File: config.mk
export PLATFORM = sky130hd
export DESIGN_NAME = uart_matrix_loader
export DESIGN_NICKNAME = d
export VERILOG_FILES = /design/src/rtl/uart_matrix_loader.sv
export SDC_FILE = /design/constraint.sdc
export NUM_CORES = 1
export LEC_CHECK = 0
export BUFFER_PORTS_ARGS = -buffer_cell sky130_fd_sc_hd__buf_2
export CORE_MARGIN = 2
export CORE_UTILIZATION = 40
export DETAILED_ROUTE_END_ITERATION = 12
export SLEW_MARGIN = 10
export SYNTH_ARGS = -nofsm -noshare
export SYNTH_HDL_FRONTEND = slang
export SYNTH_SLANG_ARGS = --single-unit
File: constraint.sdc
create_clock -name clk -period 4.6 [get_ports clk]
set_input_delay 0.46 -clock clk [delete_from_list [all_inputs] [get_ports clk]]
set_output_delay 0.46 -clock clk [all_outputs]
set_load 0.01 [all_outputs]
File: src/rtl/uart_matrix_loader.sv
// UART 8N1 receiver that assembles 18 bytes into two 3x3 byte matrices (A then B).
// Optional inter-byte timeout abort is built when LOADER_TIMEOUT_EN is defined.
module uart_matrix_loader #(
    parameter int CLKS_PER_BIT = 868,
    parameter int TIMEOUT_CLKS = 17360
) (
    input  logic        clk,
    input  logic        rst,
    input  logic        rx,
    output logic [71:0] a_flat,
    output logic [71:0] b_flat,
    output logic        load_done,
    output logic        frame_err,
    output logic        timeout,
    output logic [4:0]  byte_count
);
    localparam logic [2:0] S_IDLE      = 3'd0;
    localparam logic [2:0] S_START     = 3'd1;
    localparam logic [2:0] S_DATA      = 3'd2;
    localparam logic [2:0] S_STOP      = 3'd3;
    localparam logic [2:0] S_WAIT_IDLE = 3'd4;

    localparam logic [15:0] BIT_END  = 16'(CLKS_PER_BIT - 1);
    localparam logic [15:0] HALF_END = 16'(CLKS_PER_BIT / 2 - 1);

    if (CLKS_PER_BIT < 8 || CLKS_PER_BIT > 65535 || TIMEOUT_CLKS < 1) begin : g_bad_param
        $error("uart_matrix_loader: illegal CLKS_PER_BIT or TIMEOUT_CLKS");
    end

    logic             r_rx_meta;
    logic             r_rx_sync;
    logic [2:0]       r_state;
    logic [15:0]      r_timer;
    logic [2:0]       r_bit_idx;
    logic [7:0]       r_shift;
    // Only 17 bytes are buffered; the 18th goes straight from the shifter into B.
    logic [16:0][7:0] r_shadow;
    logic [71:0]      r_a;
    logic [71:0]      r_b;
    logic [4:0]       r_count;
    logic             r_done;
    logic             r_ferr;

`ifdef LOADER_TIMEOUT_EN
    localparam int             TO_W    = $clog2(TIMEOUT_CLKS + 1);
    localparam logic [TO_W-1:0] TO_LAST = TO_W'(TIMEOUT_CLKS - 1);

    logic            r_timeout;
    logic [TO_W-1:0] r_to_cnt;
    logic            w_idle_partial;
    logic            w_timeout_hit;

    assign w_idle_partial = (r_state == S_IDLE) && r_rx_sync && (r_count != 5'd0);
    assign w_timeout_hit  = w_idle_partial && (r_to_cnt == TO_LAST);
    assign timeout        = r_timeout;
`else
    assign timeout = 1'b0;
`endif

    always_ff @(posedge clk) begin
        if (rst) begin
            r_rx_meta <= 1'b1;
            r_rx_sync <= 1'b1;
            r_state   <= S_IDLE;
            r_timer   <= '0;
            r_bit_idx <= '0;
            r_shift   <= '0;
            r_shadow  <= '0;
            r_a       <= '0;
            r_b       <= '0;
            r_count   <= '0;
            r_done    <= 1'b0;
            r_ferr    <= 1'b0;
`ifdef LOADER_TIMEOUT_EN
            r_timeout <= 1'b0;
            r_to_cnt  <= '0;
`endif
        end else begin
            r_rx_meta <= rx;
            r_rx_sync <= r_rx_meta;
            r_done    <= 1'b0;
            r_ferr    <= 1'b0;
            case (r_state)
                S_IDLE: begin
                    if (!r_rx_sync) begin
                        r_state <= S_START;
                        r_timer <= '0;
                    end
                end
                S_START: begin
                    if (r_timer == HALF_END) begin
                        r_timer   <= '0;
                        r_bit_idx <= '0;
                        r_state   <= r_rx_sync ? S_IDLE : S_DATA;
                    end else begin
                        r_timer <= r_timer + 16'd1;
                    end
                end
                S_DATA: begin
                    if (r_timer == BIT_END) begin
                        r_timer   <= '0;
                        r_shift   <= {r_rx_sync, r_shift[7:1]};
                        r_bit_idx <= r_bit_idx + 3'd1;
                        if (r_bit_idx == 3'd7) r_state <= S_STOP;
                    end else begin
                        r_timer <= r_timer + 16'd1;
                    end
                end
                S_STOP: begin
                    if (r_timer == BIT_END) begin
                        r_timer <= '0;
                        if (r_rx_sync) begin
                            r_state <= S_IDLE;
                            if (r_count == 5'd17) begin
                                r_a     <= r_shadow[8:0];
                                r_b     <= {r_shift, r_shadow[16:9]};
                                r_count <= '0;
                                r_done  <= 1'b1;
                            end else begin
                                r_shadow[r_count] <= r_shift;
                                r_count           <= r_count + 5'd1;
                            end
                        end else begin
                            r_ferr  <= 1'b1;
                            r_state <= S_WAIT_IDLE;
                        end
                    end else begin
                        r_timer <= r_timer + 16'd1;
                    end
                end
                S_WAIT_IDLE: begin
                    if (r_rx_sync) r_state <= S_IDLE;
                end
                default: r_state <= S_IDLE;
            endcase
`ifdef LOADER_TIMEOUT_EN
            // Timeout only fires in IDLE, so it never collides with the STOP-state byte commit.
            r_timeout <= 1'b0;
            if (w_timeout_hit) begin
                r_timeout <= 1'b1;
                r_count   <= '0;
                r_to_cnt  <= '0;
            end else if (w_idle_partial) begin
                r_to_cnt <= r_to_cnt + TO_W'(1);
            end else begin
                r_to_cnt <= '0;
            end
`endif
        end
    end

    assign a_flat     = r_a;
    assign b_flat     = r_b;
    assign load_done  = r_done;
    assign frame_err  = r_ferr;
    assign byte_count = r_count;
endmodule

* Word level (Yosys, flattened, before mapping)
Index checks and enable logic that the tools add are counted.
** Storage, ports and cells
- Bits in registers :: 319
- Input port bits :: 3
- Output and inout port bits :: 152
- Word-level logic and storage cells :: 87
** Operators by class
- Add/subtract/negate cells :: 3
- Magnitude comparators :: 2
- Equality and inequality tests :: 14
- Multiplexer cells :: 22
- Bitwise operators :: 4
- Reductions and logical operators :: 14
** Operators with widths (number)
- $bwmux 136 :: 1
- $mux 16 :: 3
- $pmux 16 s3 :: 1
- $demux 8 s5 :: 1
- $mux 3 :: 9
- $add 16x1->16 const B :: 1
- $eq 16x10->1 const B :: 1
- $eq 16x9->1 const B :: 1
- $pmux 3 s5 :: 1
- $ne 2x2->1 const B :: 6
- $mux 8 :: 1
- $reduce_and 4->1 :: 2
- $eq 3x2->1 const B :: 2
- $eq 3x3->1 const B :: 2
- $lt 5x6->1 const B :: 1
- $pmux 3 s2 :: 1
- $reduce_and 3->1 :: 2
- $reduce_and 6->1 :: 1
- $add 5x1->5 const B :: 1
- $eq 5x5->1 const B :: 1
- $ge 5x1->1 const B :: 1
- $mux 5 :: 1
- $not 1->1 :: 4
- $reduce_and 2->1 :: 2
- 11 further kinds :: 12

* Longest topological paths before layout
- Depth in word-level cells :: 5
- Mapped depth :: 10
- Gate-level depth less buffers :: 7

* Worst setup path after synthesis
Ideal clock, no wire load.
- Kind :: register -> register
- From :: reg r_timer[0]
- To :: reg r_shadow[104] in the netlist's numbering
- Setup time :: 0.128 ns
- Arrival :: 2.031 ns
- Data required time :: 4.472 ns
- Path slack :: 2.441 ns
- Stages on the path, launching flop included :: 9
- Buffers on the path :: 2
- Period minus slack after synthesis :: 2.159 ns
- Path through :: dfxtp_1 -> ha_1 -> nand4b_1 -> nor4_4 -> buf_6 -> buf_6 -> nand4_2 -> mux2i_1 -> nor2_1
** On the way
- Cells in the longest elaborated chain, start to end :: 2
** RTL lines
- start, declared :: RTL line 33 : logic [15:0] r_timer;
- start signal, assigned :: RTL line 96 : r_timer <= r_timer + 16'd1;
- start signal, assigned :: RTL line 106 : r_timer <= r_timer + 16'd1;
- start signal, assigned :: RTL line 128 : r_timer <= r_timer + 16'd1;
- $eq 16x10->1 :: RTL line 110 : if (r_timer == BIT_END) begin
- $reduce_and 4->1 (no source line)
- end signal, assigned by index :: RTL line 120 : r_shadow[r_count] <= r_shift;
- end, declared :: RTL line 37 : logic [16:0][7:0] r_shadow;
No other way between the ends.
A chain may end at the register's enable or synchronous reset.

* Worst setup path in the final report
- From :: reg r_state[1]
- To :: reg r_a[39] (netlist: a_flat[39])
** On the way
- Cells in the longest elaborated chain, start to end :: 2
** RTL lines
- start, declared :: RTL line 32 : logic [2:0] r_state;
- start signal, assigned :: RTL line 94 : r_state <= r_rx_sync ? S_IDLE : S_DATA;
- $eq 3x2->1 :: RTL line 83 : case (r_state)
- $reduce_and 4->1 (no source line)
- end signal, assigned :: RTL line 115 : r_a <= r_shadow[8:0];
- end, declared :: RTL line 38 : logic [71:0] r_a;
No other way between the ends.

==> run_results.csv <==
group,metric,value,unit
drt,num_vias,9072,
worst_setup_path,path_cells,"nor2b_1 > and2_1 > and4_4 > buf_4 > nand2_1 > a21oi_1",
grt,antenna_found_initial,0,
cts,cts_inserted_buffers,34,
synth,syn_nets,1338,
synth,ys_ff_latch,319,
drt,wl,28500,microns
drt,wl_met3,1290,microns
sta,fmax,315,MHz
final_layout,drive_above_1_share,16.8,%
final_layout,fillers,2851,
sta,finalHoldViolCount,0,
floorplanning,row_count,63,
worst_setup_path,startpoint_type,"flip-flop",
drt,routed_via_density,4.94,
worst_setup_path,path_max_fanout,46,
worst_setup_path,worstSetupEndpointType,"flip-flop",
final_layout,layout_commonest_cell,"nand2_1",
floorplanning,start_util,40.3,%
grt,grt_max_degree,129,
synth,yosysWarnings,0,
worst_setup_path,critPathMaxStageDelay,0.88,ns
worst_setup_path,arrival,3.60,ns
sta,rsz0062_at_grt,"no",
cts,clkLatencyLatePin,0.51,ns
synth,syn_inst,1327,
cts,clock_sinks,319,
sta,postLayoutSetupSlackWorst,1.43,ns
cts,htreeDepth,2,
placed_design,dp_hpwl,17600,microns
synth,ys_types,43,
pwr,peakVddDrop,0.000227,V
drt,dr_wl_met2,12800,microns
drt,wl_met1,13900,microns
placed_design,place_congestion,0.817,
min_path,hp-class,"input port to flip-flop",
cts,cts_buffer_depth,3,
grt,grt_usage,18.2,%
sta,setup-tns-final,0,ns
synth,synth_area,11800,sq um
sta,timing.final.crit_share,69.0,%
grt,overflow,0,
floorplanning,io_pins,155,
grt,grt_pass1_vias,8371,
worst_setup_path,crit_type,"flip-flop to flip-flop",
pwr,total_power,5.49,mW
sta,slew_viol_final,0,
synth,synthFlopType,"dfxtp_1",
cts,clkTransAtPathRegs,0.06,ns
worst_setup_path,slowest_stage,"and2_1",
drt,wire_per_inst,15.5,microns
cts,clockRootBuffer,"clkbuf_16",
sta,fin_crit,3.17,ns
placed_design,portBuffers,153,
placed_design,pre_cts_slack,1.44,ns
sta,skew,0.0181,ns
final_layout,fin_cells,1838,
sta,slew_headroom,20.1,%
drt,dr.pass1.iters,5,
drt,final_antenna_net_count,0,
status,status,"finished clean",
cts,hold_buffers,0,
final_layout,nNetsFinal,1436,
worst_setup_path,required,5.03,ns
cts,cts.repair.resized,0,
floorplanning,fp.coreArea,29400,sq um
synth,ys_seq_area_share,53.9,%
sta,finalSetupViolations,0,
synth,synth_edf_count,0,
drt,top_layer,"met4",
synth,async_flop_share,0,%
pwr,power_density,396,nW/um^2
drt,drt_iter0_drc,648,
sta,tightest_slew,1.20,ns
cts,post_cts_buffers,0,
drt,drc,0,
floorplanning,dieArea,31000,sq um
worst_setup_path,r2r_slack,1.43,ns
floorplanning,die_x,176,microns
floorplanning,dieHeight,176,microns
sta,hold_slack,0.126,ns
grt,grt_pass1_wl,45700,microns
job,cap_violations,0,
placed_design,dp_cells,1779,
final_layout,synthToLayoutAreaGrowth,16.9,%
final_layout,mostFrequentLayoutCells,"nand2_1, dfxtp_1, a21oi_1",
synth,avgSynthCellArea,8.93,sq um
final_layout,n_antenna_cell,0,
pwr,p_leak,6.37,nW
cts,cts_tree,"built",
==> worst paths after layout <==
kind	end	startpoint	cells after the start
worst max-delay path	a_flat[39]$_SDFFE_PP0P_	r_state[1]$_SDFFE_PP0P_	6
worst min-delay path	r_rx_meta$_SDFF_PP1_	rx	2
worst max register to register	a_flat[39]$_SDFFE_PP0P_	r_state[1]$_SDFFE_PP0P_	6
worst min register to register	r_rx_sync$_SDFF_PP1_	r_rx_meta$_SDFF_PP1_	1
==> synthesized netlist by cell type, drive strengths merged (5+ instances only) <==
cell type	count	area, sq um
ha	8	100
or4	5	45.0
nor3	6	30.0
nand3	9	57.6
and3	7	43.8
a21oi	163	816
o21ai	7	35.0
clkbuf	75	282
dfxtp	319	6390
xor2	9	78.8
nand4	27	275
nor2	157	589
inv	8	30.0
nand2	320	1200
mux2i	137	1370
buf	26	164
==> sequential cells by signal, summed over array words and instances (netlist names) <==
name        cells
r_shadow      136
a_flat         72
b_flat         72
r_timer        16
r_shift         8
byte_count      5
r_bit_idx       3
r_state         3
frame_err       1
load_done       1
r_rx_meta       1
r_rx_sync       1
==> final cells by class <==
class | instances | area, sq um | share of cell area [%]
Clock buffer | 51 | 996 | 7.19
Clock inverter | 8 | 95.1 | 0.687
Inverter | 8 | 30.0 | 0.217
Multi-Input combinational cell | 899 | 4990 | 36.0
Sequential cell | 319 | 6390 | 46.1
Tap cell | 390 | 488 | 3.52
Timing Repair Buffer | 163 | 863 | 6.23
==> logic make-up after synthesis <==
| kind of cell | synth area share [%] |
|---|---|
| and+or+nand+nor | 21.1 |
| DFF | 53.9 |
| AOI/OAI and AO/OA | 7.66 |
| muxes | 11.6 |
| buffers and inverters | 4.01 |
| xor gates and xnor gates | 0.887 |
| adders and majority gates | 0.845 |
| other | 0.0317 |
==> critical path: cells and delay by family, from the launching register on <==
| kind | cells | cell delay (ns) |
|---|---|---|
| DFF | 1 | 0.44 |
| AOI/OAI and AO/OA | 1 | 0.16 |
| buffers and inverters | 1 | 0.50 |
| and+or+nand+nor | 4 | 1.96 |
==> power breakdown <==
part           switching, mW  leakage [nW]  internal, mW
clock                   1.09         0.535          1.56
combinational         0.0537          3.27        0.0112
sequential           0.00366          2.57          2.76
total                   1.15          6.37          4.34
==> metrics by stage <==
stage                     util [%]  instance area (sq um)
final                         47.1                  13800
after detailed placement      43.4                  12800
after global placement        43.4                  12800
after global routing          47.1                  13800
after floorplan                  -                  11800
after CTS                     47.1                  13800
==> layer usage <==
metal  GRT usage, %  vias up
met1           25.5     4263
met4           5.03        0
met5              0        -
li1               -     4570
met2           28.9      202
met3           3.17       37
(Power assumes the default switching activity.)
